<file path="src/rtl/fm_wb_packer.sv">
// Write-back packer: packs the 8-bit feature-map stream and the 6-bit guard stream into SRAM words.
// Each lane auto-increments its address, and a partial final word is flushed zero-padded at job end.
module fm_wb_packer #(
    parameter int unsigned FM_BYTES_PER_WORD = 8,
    parameter int unsigned GUARD_PER_WORD    = 4,
    parameter int unsigned FM_ADDR_WIDTH     = 12,
    parameter int unsigned GUARD_ADDR_WIDTH  = 10
) (
    input  logic                          clk,
    input  logic                          rst,
    input  logic                          cfg_start,
    input  logic [FM_ADDR_WIDTH-1:0]      cfg_fm_base,
    input  logic [GUARD_ADDR_WIDTH-1:0]   cfg_guard_base,
    input  logic [15:0]                   cfg_fm_len,
    input  logic [15:0]                   cfg_guard_len,
    input  logic [7:0]                    data_i,
    input  logic                          data_valid_i,
    output logic                          data_ready_o,
    input  logic [5:0]                    guard_i,
    input  logic                          guard_valid_i,
    output logic                          guard_ready_o,
    output logic                          fm_wr_en,
    output logic [FM_ADDR_WIDTH-1:0]      fm_wr_addr,
    output logic [8*FM_BYTES_PER_WORD-1:0] fm_wr_data,
    output logic                          guard_wr_en,
    output logic [GUARD_ADDR_WIDTH-1:0]   guard_wr_addr,
    output logic [6*GUARD_PER_WORD-1:0]   guard_wr_data,
    output logic                          busy,
    output logic                          done
);

    localparam int unsigned FM_DATA_W = 8 * FM_BYTES_PER_WORD;
    localparam int unsigned G_DATA_W  = 6 * GUARD_PER_WORD;
    localparam int unsigned FM_SLOT_W = $clog2(FM_BYTES_PER_WORD);
    localparam int unsigned G_SLOT_W  = $clog2(GUARD_PER_WORD);
    localparam logic [FM_SLOT_W-1:0] FM_LAST_SLOT = FM_SLOT_W'(FM_BYTES_PER_WORD - 1);
    localparam logic [G_SLOT_W-1:0]  G_LAST_SLOT  = G_SLOT_W'(GUARD_PER_WORD - 1);

    typedef enum logic [1:0] {StIdle, StRun, StFlush, StDone} state_e;

    state_e                      state_q;
    logic [15:0]                 fm_len_q, guard_len_q;
    logic [15:0]                 fm_cnt_q, guard_cnt_q;
    logic [FM_ADDR_WIDTH-1:0]    fm_addr_q;
    logic [GUARD_ADDR_WIDTH-1:0] guard_addr_q;
    logic [FM_SLOT_W-1:0]        fm_slot_q;
    logic [G_SLOT_W-1:0]         guard_slot_q;
    logic [FM_DATA_W-1:0]        fm_pack_q, fm_word;
    logic [G_DATA_W-1:0]         guard_pack_q, guard_word;

    logic fm_full, guard_full, start_now, flush_now, fm_accept, guard_accept;

    assign fm_full       = (fm_cnt_q == fm_len_q);
    assign guard_full    = (guard_cnt_q == guard_len_q);
    assign start_now     = (state_q == StIdle) && cfg_start;
    assign flush_now     = (state_q == StRun) && fm_full && guard_full;
    assign data_ready_o  = (state_q == StRun) && (fm_cnt_q < fm_len_q);
    assign guard_ready_o = (state_q == StRun) && (guard_cnt_q < guard_len_q);
    assign fm_accept     = data_valid_i && data_ready_o;
    assign guard_accept  = guard_valid_i && guard_ready_o;

    // Packing register with the incoming element dropped into its slot.
    always_comb begin
        fm_word = fm_pack_q;
        fm_word[fm_slot_q*8 +: 8] = data_i;
        guard_word = guard_pack_q;
        guard_word[guard_slot_q*6 +: 6] = guard_i;
    end

    always_ff @(posedge clk or posedge rst) begin
        if (rst) begin
            state_q     <= StIdle;
            busy        <= 1'b0;
            done        <= 1'b0;
            fm_len_q    <= '0;
            guard_len_q <= '0;
        end else begin
            done <= 1'b0;
            case (state_q)
                StIdle: begin
                    if (cfg_start) begin
                        state_q     <= StRun;
                        busy        <= 1'b1;
                        fm_len_q    <= cfg_fm_len;
                        guard_len_q <= cfg_guard_len;
                    end
                end
                StRun: begin
                    if (fm_full && guard_full) begin
                        state_q <= StFlush;
                    end
                end
                StFlush: begin
                    state_q <= StDone;
                    done    <= 1'b1;
                end
                StDone: begin
                    state_q <= StIdle;
                    busy    <= 1'b0;
                end
                default: state_q <= StIdle;
            endcase
        end
    end

    always_ff @(posedge clk or posedge rst) begin
        if (rst) begin
            fm_cnt_q   <= '0;
            fm_addr_q  <= '0;
            fm_slot_q  <= '0;
            fm_pack_q  <= '0;
            fm_wr_en   <= 1'b0;
            fm_wr_addr <= '0;
            fm_wr_data <= '0;
        end else begin
            fm_wr_en <= 1'b0;
            if (start_now) begin
                fm_cnt_q  <= '0;
                fm_addr_q <= cfg_fm_base;
                fm_slot_q <= '0;
                fm_pack_q <= '0;
            end else if (fm_accept) begin
                fm_cnt_q <= fm_cnt_q + 16'd1;
                if (fm_slot_q == FM_LAST_SLOT) begin
                    fm_wr_en   <= 1'b1;
                    fm_wr_addr <= fm_addr_q;
                    fm_wr_data <= fm_word;
                    fm_addr_q  <= fm_addr_q + FM_ADDR_WIDTH'(1);
                    fm_slot_q  <= '0;
                    fm_pack_q  <= '0;
                end else begin
                    fm_slot_q <= fm_slot_q + FM_SLOT_W'(1);
                    fm_pack_q <= fm_word;
                end
            end else if (flush_now && (fm_slot_q != '0)) begin
                // Unused upper slots are already zero since the register clears after each write.
                fm_wr_en   <= 1'b1;
                fm_wr_addr <= fm_addr_q;
                fm_wr_data <= fm_pack_q;
                fm_addr_q  <= fm_addr_q + FM_ADDR_WIDTH'(1);
                fm_slot_q  <= '0;
                fm_pack_q  <= '0;
            end
        end
    end

    always_ff @(posedge clk or posedge rst) begin
        if (rst) begin
            guard_cnt_q   <= '0;
            guard_addr_q  <= '0;
            guard_slot_q  <= '0;
            guard_pack_q  <= '0;
            guard_wr_en   <= 1'b0;
            guard_wr_addr <= '0;
            guard_wr_data <= '0;
        end else begin
            guard_wr_en <= 1'b0;
            if (start_now) begin
                guard_cnt_q  <= '0;
                guard_addr_q <= cfg_guard_base;
                guard_slot_q <= '0;
                guard_pack_q <= '0;
            end else if (guard_accept) begin
                guard_cnt_q <= guard_cnt_q + 16'd1;
                if (guard_slot_q == G_LAST_SLOT) begin
                    guard_wr_en   <= 1'b1;
                    guard_wr_addr <= guard_addr_q;
                    guard_wr_data <= guard_word;
                    guard_addr_q  <= guard_addr_q + GUARD_ADDR_WIDTH'(1);
                    guard_slot_q  <= '0;
                    guard_pack_q  <= '0;
                end else begin
                    guard_slot_q <= guard_slot_q + G_SLOT_W'(1);
                    guard_pack_q <= guard_word;
                end
            end else if (flush_now && (guard_slot_q != '0)) begin
                guard_wr_en   <= 1'b1;
                guard_wr_addr <= guard_addr_q;
                guard_wr_data <= guard_pack_q;
                guard_addr_q  <= guard_addr_q + GUARD_ADDR_WIDTH'(1);
                guard_slot_q  <= '0;
                guard_pack_q  <= '0;
            end
        end
    end

endmodule

</file>
<file path="config.mk">
export PLATFORM = sky130hd
export DESIGN_NAME = fm_wb_packer
export DESIGN_NICKNAME = d
export VERILOG_FILES = /design/src/rtl/fm_wb_packer.sv
export SDC_FILE = /design/constraint.sdc
export NUM_CORES = 1
export LEC_CHECK = 0
export CORE_AREA = 2 2 164 166
export CTS_CLUSTER_DIAMETER = 30
export DETAILED_ROUTE_END_ITERATION = 8
export DIE_AREA = 0 0 166 168
export PLACE_DENSITY = 0.91
export SLEW_MARGIN = 20
export SYNTH_ARGS = -nofsm -noshare
export SYNTH_HDL_FRONTEND = slang
export SYNTH_SLANG_ARGS = --single-unit
</file>
<file path="constraint.sdc">
create_clock -name clk -period 13.8 [get_ports clk]
set_input_delay 2.76 -clock clk [delete_from_list [all_inputs] [get_ports clk]]
set_output_delay 2.76 -clock clk [all_outputs]
set_load 0.01 [all_outputs]
</file>
==> impl_metrics.tcl <==
set metrics [dict create \
    clk_root_buffer_cell "clkbuf_16" \
    final_max_slew_viol_count 0 \
    end_kind "register" \
    clk_pin_slew_ns 0.05 \
    ys_seq_area_frac 0.513 \
    hpwl_mm 24.3 \
    die-width_um 166 \
    syn-num-nets 1504 \
    antenna_found_initial 3 \
    vias_per_cell 6.02 \
    wl_per_cell_um 19.6 \
    grt.overflow.total 0 \
    yosysUniqueCellTypes 65 \
    ys_top_cells_by_count "dfrtp_1 (295), nand2_1 (131), nor2_1 (125)" \
    place.gp.congestion 0.895 \
    clock-sinks 295 \
    synth_top_area_frac 0.513 \
    tritoncts "done" \
    grt_usage 0.271 \
    cts-resized-gates 0 \
    period_share 0.421 \
    cts_hold_buf 0 \
    insertion_delay_ns 0.60 \
    area_delta_synth_final_pct 28.7 \
    max-vdd-ir-drop_mv 0.178 \
    grt_pass1_vias 11891 \
    synthArstFlopShare 1.00 \
    cp-start-kind "input port" \
    synth-edff-count 0 \
    hold_violations 0 \
    portBuffers 188 \
    fillers 1714 \
    synth_area_leaders "dfrtp_1 (51%), mux2i_1 (5.1%), ha_1 (4.6%)" \
    synth-seq-cells 295 \
    maxCapViolations 0 \
    rsz0062_at_grt "false" \
    post-cts-setup-buffers 0 \
    fin_skew_ns 0.0553 \
    io_pins 189 \
    syn_area_per_cell_um2 10.4 \
    grt_max_degree 142 \
    htreeDepth 2 \
    drc 0 \
    synth.most_common_cell "dfrtp_1" \
    yosys.area.top_type "dfrtp_1" \
    fp.dieArea_um2 27900 \
    clock.fmax_ghz 0.172 \
    die_h_um 168 \
    start_util 0.546 \
    drt-total-wl_mm 38.4 \
    dr.pass1.iters 5 \
    finalNetCount 1695 \
    fin_tns_setup_ns 0 \
    num_vias 11787 \
    ant_nets 0 \
    finalSetupViolations 0 \
    multi_input_area_um2 6490 \
    worstPathArrival_ns 6.26 \
    regArea_um2 7380 \
    worst_pin_slew_ns 1.14 \
    power.leakage_nw 8.34 \
    rows 60 \
    grt_pass1_wl_mm 61.9 \
    drive_gt1_frac 0.115 \
    period_minus_slack_ns 5.81 \
    p_per_area_nw_per_um2 189 \
    setup_ws_ns 7.99 \
    place_ws_ns 7.50 \
    yosysWarnings 0 \
    worstPathMaxFanout 117 \
    maxSlewHeadroom 0.243 \
    finalCoreUtilization 0.703 \
    drt_iter0_drc 1021 \
    syn_inst 1378 \
    crit_type "in2reg" \
    core_um2 26400 \
    cts_made_buffers 56 \
    hp-class "reg2reg" \
    synth_flop_cell "dfrtp_1" \
    cp.required_ns 14.25 \
    netlist_area_um2 14400 \
    status "finished, final reports clean" \
    clock_path_buffers 3 \
]
[cell usage in the layout (no fill, tap or decap), types with 6 or more instances in the layout]
master and count:
ha_1 53, clkbuf_16 56, nand3_1 25, a21bo_2 6
o21ai_0 72, or3_1 6, bufinv_16 8, nand4_1 26
clkinv_4 8, nor4_1 8, o2bb2ai_1 30, inv_1 58
mux2i_1 74, mux2_2 45, nand2b_1 8, a22o_1 72
xnor2_1 14, dfrtp_1 295, clkbuf_8 7, clkdlybuf4s50_1 188
nand2_1 131, clkinv_2 10, xor2_1 12, nor2_1 125
and2_1 11, a31oi_1 6, a21oi_1 111, and3_1 29
nor3_1 20
[critical path, stage by stage]
cell             delay (ns)
clkdlybuf4s50_1        0.49
inv_1                  0.05
a211oi_2               0.24
and3_1                 0.56
mux2i_4                0.70
buf_4                  0.93
mux2_2                 0.42
[power breakdown]
part	internal [mW]	total (mW)	switching, mW
Sequential	1.01	1.12	0.115
Combinational	0.345	0.938	0.593
Clock	0.945	1.44	0.499
Total	2.30	3.51	1.21
[sequential cells by signal, summed over array words and instances (netlist names), 12 cells and up]
signal and cells:
fm_pack_q 64, fm_wr_data 64, guard_pack_q 24, guard_wr_data 24, fm_cnt_q 16, fm_len_q 16, guard_cnt_q 16, guard_len_q 16
fm_addr_q 12, fm_wr_addr 12
[metal layers]
layer / GRT usage / vias to the layer above / wire (um)
met4: 0.0979 / 4 / 1330
met2: 0.454 / 588 / 18700
met3: 0.0597 / 126 / 2870
met1: 0.349 / 5737 / 15500
met5: 0 / - / 29
li1: - / 5332 / -
[cell type report]
type,count,area share
Clock buffer,68,0.0818
Timing Repair Buffer,195,0.106
Inverter,59,0.0124
Sequential cell,295,0.398
Multi-Input combinational cell,962,0.351
Antenna cell,1,0.000135
Tap cell,341,0.0230
Clock inverter,38,0.0280
[per-stage QoR]
stage                     std cells  cell area (um2)  hold slack [ns]  total power, mW
final                          1959            18500            0.488             3.51
after global routing           1958            18500            0.496             3.67
after CTS                      1957            18500            0.490             3.50
after detailed placement       1851            16500            0.475             2.03
after global placement         1851            16500            0.472             1.98
after floorplan                1378            14400            0.452             1.73
[logic make-up (layout without fill, tap and decap cells)]
group / Yosys count / after routing / synth area share
xor gates and xnor gates: 26 / 26 / 0.0158
and+or+nand+nor: 418 / 418 / 0.139
muxes: 121 / 121 / 0.0884
buffers and inverters: 121 / 360 / 0.0371
other: 0 / 1 / 0
AOI/OAI and AO/OA: 344 / 344 / 0.161
DFF: 295 / 295 / 0.513
adders and majority gates: 53 / 53 / 0.0461
[path summary, 6_finish.rpt]
check / start / endpoint / slack, ns / cells past startpoint
setup / recovery: data_valid_i / fm_wr_addr[0]$_DFFE_PP0P_ / 7.99 / 7
hold / removal: fm_pack_q[12]$_DFFE_PP0P_ / fm_pack_q[12]$_DFFE_PP0P_ / 0.49 / 1
setup reg to reg: fm_cnt_q[11]$_DFFE_PP0P_ / fm_wr_addr[0]$_DFFE_PP0P_ / 9.46 / 8
hold reg to reg: fm_pack_q[12]$_DFFE_PP0P_ / fm_pack_q[12]$_DFFE_PP0P_ / 0.49 / 1
max in group asynchronous: rst / fm_addr_q[7]$_DFFE_PP0P_ / 9.42 / 3
min in group asynchronous: rst / fm_wr_data[27]$_DFFE_PP0P_ / 2.81 / 2
Power figures use the tool's default switching activity.
==> RTL change: new RTL, same flow settings <==
Re-encode `state_e` (4 states) as one-hot, 4 bits wide.
--- a/src/rtl/fm_wb_packer.sv
+++ b/src/rtl/fm_wb_packer.sv
@@ -36,7 +36,7 @@
     localparam logic [FM_SLOT_W-1:0] FM_LAST_SLOT = FM_SLOT_W'(FM_BYTES_PER_WORD - 1);
     localparam logic [G_SLOT_W-1:0]  G_LAST_SLOT  = G_SLOT_W'(GUARD_PER_WORD - 1);
 
-    typedef enum logic [1:0] {StIdle, StRun, StFlush, StDone} state_e;
+    typedef enum logic [3:0] {StIdle = 4'b0001, StRun = 4'b0010, StFlush = 4'b0100, StDone = 4'b1000} state_e;
 
     state_e                      state_q;
     logic [15:0]                 fm_len_q, guard_len_q;
Check against the original RTL: no difference found for any inputs over 4 cycles, from zero or initial values and one cycle with rst high; so few cycles prove little.
==> RTL change against the original RTL <==
First-iteration DRC count is 38% higher. Sequential cell count is 2 higher. Wire length is 1.7% higher. Register-to-register slack better by 130 ps. Cell count is 0.71% lower. Cell area is 0.95% lower. Total power is 9.3% lower. Setup slack worse by 380 ps. Area after synthesis is 0.28% higher. Critical endpoint is now guard_ready_o.
==> RTL change: results (changes against the original RTL) <==
** Outcome
- Outcome :: complete, no violations

** Pwr
- The worst IR drop on VDD is 0.0001154 V (-35%).
- Leakage component of the power :: 8.345 nW (about the same)

** Final layout
- Post-Layout Cell Count :: 1945 (-0.71%)
- Number of filler cells placed in the layout :: 1700 (-0.82%)
- The net count reported at finish came to 1678 (-1.0%).
- The fraction of layout instances using a drive strength above 1 came to 10.04% (-1.5 points).
- The number of diodes was 0 (-1).
- The largest registers in the layout are fm_pack_q: 64 flops, fm_wr_data: 64 flops.

** Logic synthesis
- Portion of the post-synthesis area used by sequential elements :: 51.48% (+0.21 points)
- Most area-consuming cells after synthesis :: sky130_fd_sc_hd__dfrtp_1, sky130_fd_sc_hd__ha_1, sky130_fd_sc_hd__nor2_1
- Number of cells produced by synthesis :: 1390 (+0.87%)
- Net count of the mapped netlist :: 1509 (+0.33%)
- Most frequent cells after synthesis :: sky130_fd_sc_hd__dfrtp_1, sky130_fd_sc_hd__nor2_1, sky130_fd_sc_hd__nand2_1, sky130_fd_sc_hd__a21oi_1, sky130_fd_sc_hd__o21ai_0
- The count of different cell masters after synthesis is 72 (+11%).

** Global routing
- The pin count of the biggest net entering global routing came to 140 (-1.4%).
- The initial antenna violation count is 1 (-2).
- The via count of the first global-routing pass came to 12383 (+4.1%).
- The global-route wire length before repair is 63860 µm (+3.1%).
- The global-route usage over all layers came to 27.76% (+0.67 points).

** Worst setup path
- The arrival time reported for the critical path endpoint came to 3430 ps (-2830 ps).
- Register-to-register path setup slack :: 9590 ps (+130 ps)
- The cell depth of the worst flop-to-flop path was 7 (-1).
- The critical-path maximum fanout came to 18 (-85%).
- In this run the critical register-to-register path is captured at fm_wr_addr[0]$_DFFE_PP0P_.
- Crit Reg-Reg Startpoint :: state_q[3]$_DFFE_PP0P_

** Worst hold path
- The worst hold path terminates at guard_wr_data[8]$_DFFE_PP0P_.
- Hold path start :: guard_wr_data[8]$_DFFE_PP0P_
- Count of cells along the worst hold path :: 1 (unchanged)

** STA
- Final worst clock skew :: 54.74 ps (-0.5533 ps)
- The transition at the pin with the smallest max-transition slack was 1074 ps (-61.87 ps).

** Placement
- The final RePlAce weighted congestion is 0.8661 (-3.2%).
- The cell count after placement came to 1845 (-0.32%).
- The half-perimeter wire length after detailed placement is 24510 µm (+0.98%).

** Routing
- Residual DRC count :: 0 (unchanged)
- Avg Vias per Cell :: 6.226 (+3.5%)
- DRT Pass-1 Iters :: 6 (+1)
- The detailed router's first-iteration violation count is 1407 (+38%).
- Final routed wire length divided by cell count :: 20.09 µm (+2.4%)

** Clocking
- The number of CTS-inserted buffers was 53 (-5.4%).
- Postcts setup bufs :: 0 (unchanged)
- Count of cells resized by post-cts repair :: 0 (unchanged)
- Insertion delay of the later-clocked pin in the worst-skew pair :: between 500 and 600 ps
- The number of buffers between clock root and the deepest sink came to 3 (unchanged).
- CTS H-tree lvls :: 2 (unchanged)
==> RTL change: metal layers <==
metal | vias to the layer above | part of all wire, % | GRT usage [%]
met2 | 694 | 48 | 45.82
met4 | 2 | 3.5 | 11.57
met1 | 5915 | 39 | 35.49
li1 | 5358 | - | -
met5 | - | 0.031 | 0
met3 | 141 | 8.8 | 6.512
==> RTL change: how the worst max path moves through the flow <==
stage | start | end | slack [ps] | cells after the start
after floorplan | rst | busy$_DFFE_PP0P_ | 2840 | 1
after global placement | data_valid_i | fm_wr_addr[9]$_DFFE_PP0P_ | 7960 | 5
after detailed placement | data_valid_i | fm_wr_addr[11]$_DFFE_PP0P_ | 7870 | 5
after CTS | state_q[3]$_DFFE_PP0P_ | guard_ready_o | 7640 | 6
after global routing | guard_cnt_q[13]$_DFFE_PP0P_ | guard_ready_o | 7480 | 7
final | state_q[3]$_DFFE_PP0P_ | guard_ready_o | 7610 | 6
==> RTL change: layout make-up <==
| type | instances | share of cell area (%) |
|---|---|---|
| timing repair buffer | 196 | 10.60 |
| clock buffer | 69 | 8.099 |
| clock inverter | 31 | 2.461 |
| inverter | 47 | 1.009 |
| multi-input combinational | 964 | 35.00 |
| tap | 341 | 2.325 |
| sequential | 297 | 40.50 |
==> RTL change: logic make-up after synthesis <==
group	Yosys count	synth area share [%]
DFF	297	51.48
muxes	82	6.403
xor gates and xnor gates	29	1.759
buffers and inverters	129	4.159
AOI/OAI and AO/OA	363	17.16
and+or+nand+nor	444	15.06
adders and majority gates	46	3.986
==> RTL change: report_power, final <==
group	internal, mW	switching, mW
clock network	0.915	0.470
logic	0.254	0.462
registers	0.988	0.0923
total	2.16	1.02
==> RTL change: critical path: stages, from the launching register on <==
cell and delay [ps]:
sky130_fd_sc_hd__dfrtp_1 420, sky130_fd_sc_hd__or4b_1 730, sky130_fd_sc_hd__a211oi_1 300, sky130_fd_sc_hd__o211ai_1 120, sky130_fd_sc_hd__a211o_1 390, sky130_fd_sc_hd__clkinv_2 300, sky130_fd_sc_hd__clkdlybuf4s50_1 600
==> RTL change: metrics by stage <==
stage                     util (%)  hold slack [ps]  setup slack, ps  instance area [µm²]  total power, mW
after floorplan                  -            452.3             2837                14440            1.573
after global placement       62.26            467.6             7957                16400            1.738
after detailed placement     62.26            473.6             7872                16400            1.774
after CTS                    69.61            486.2             7643                18340            3.171
after global routing         69.65            495.9             7475                18350            3.323
final                        69.65            482.8             7612                18350            3.181
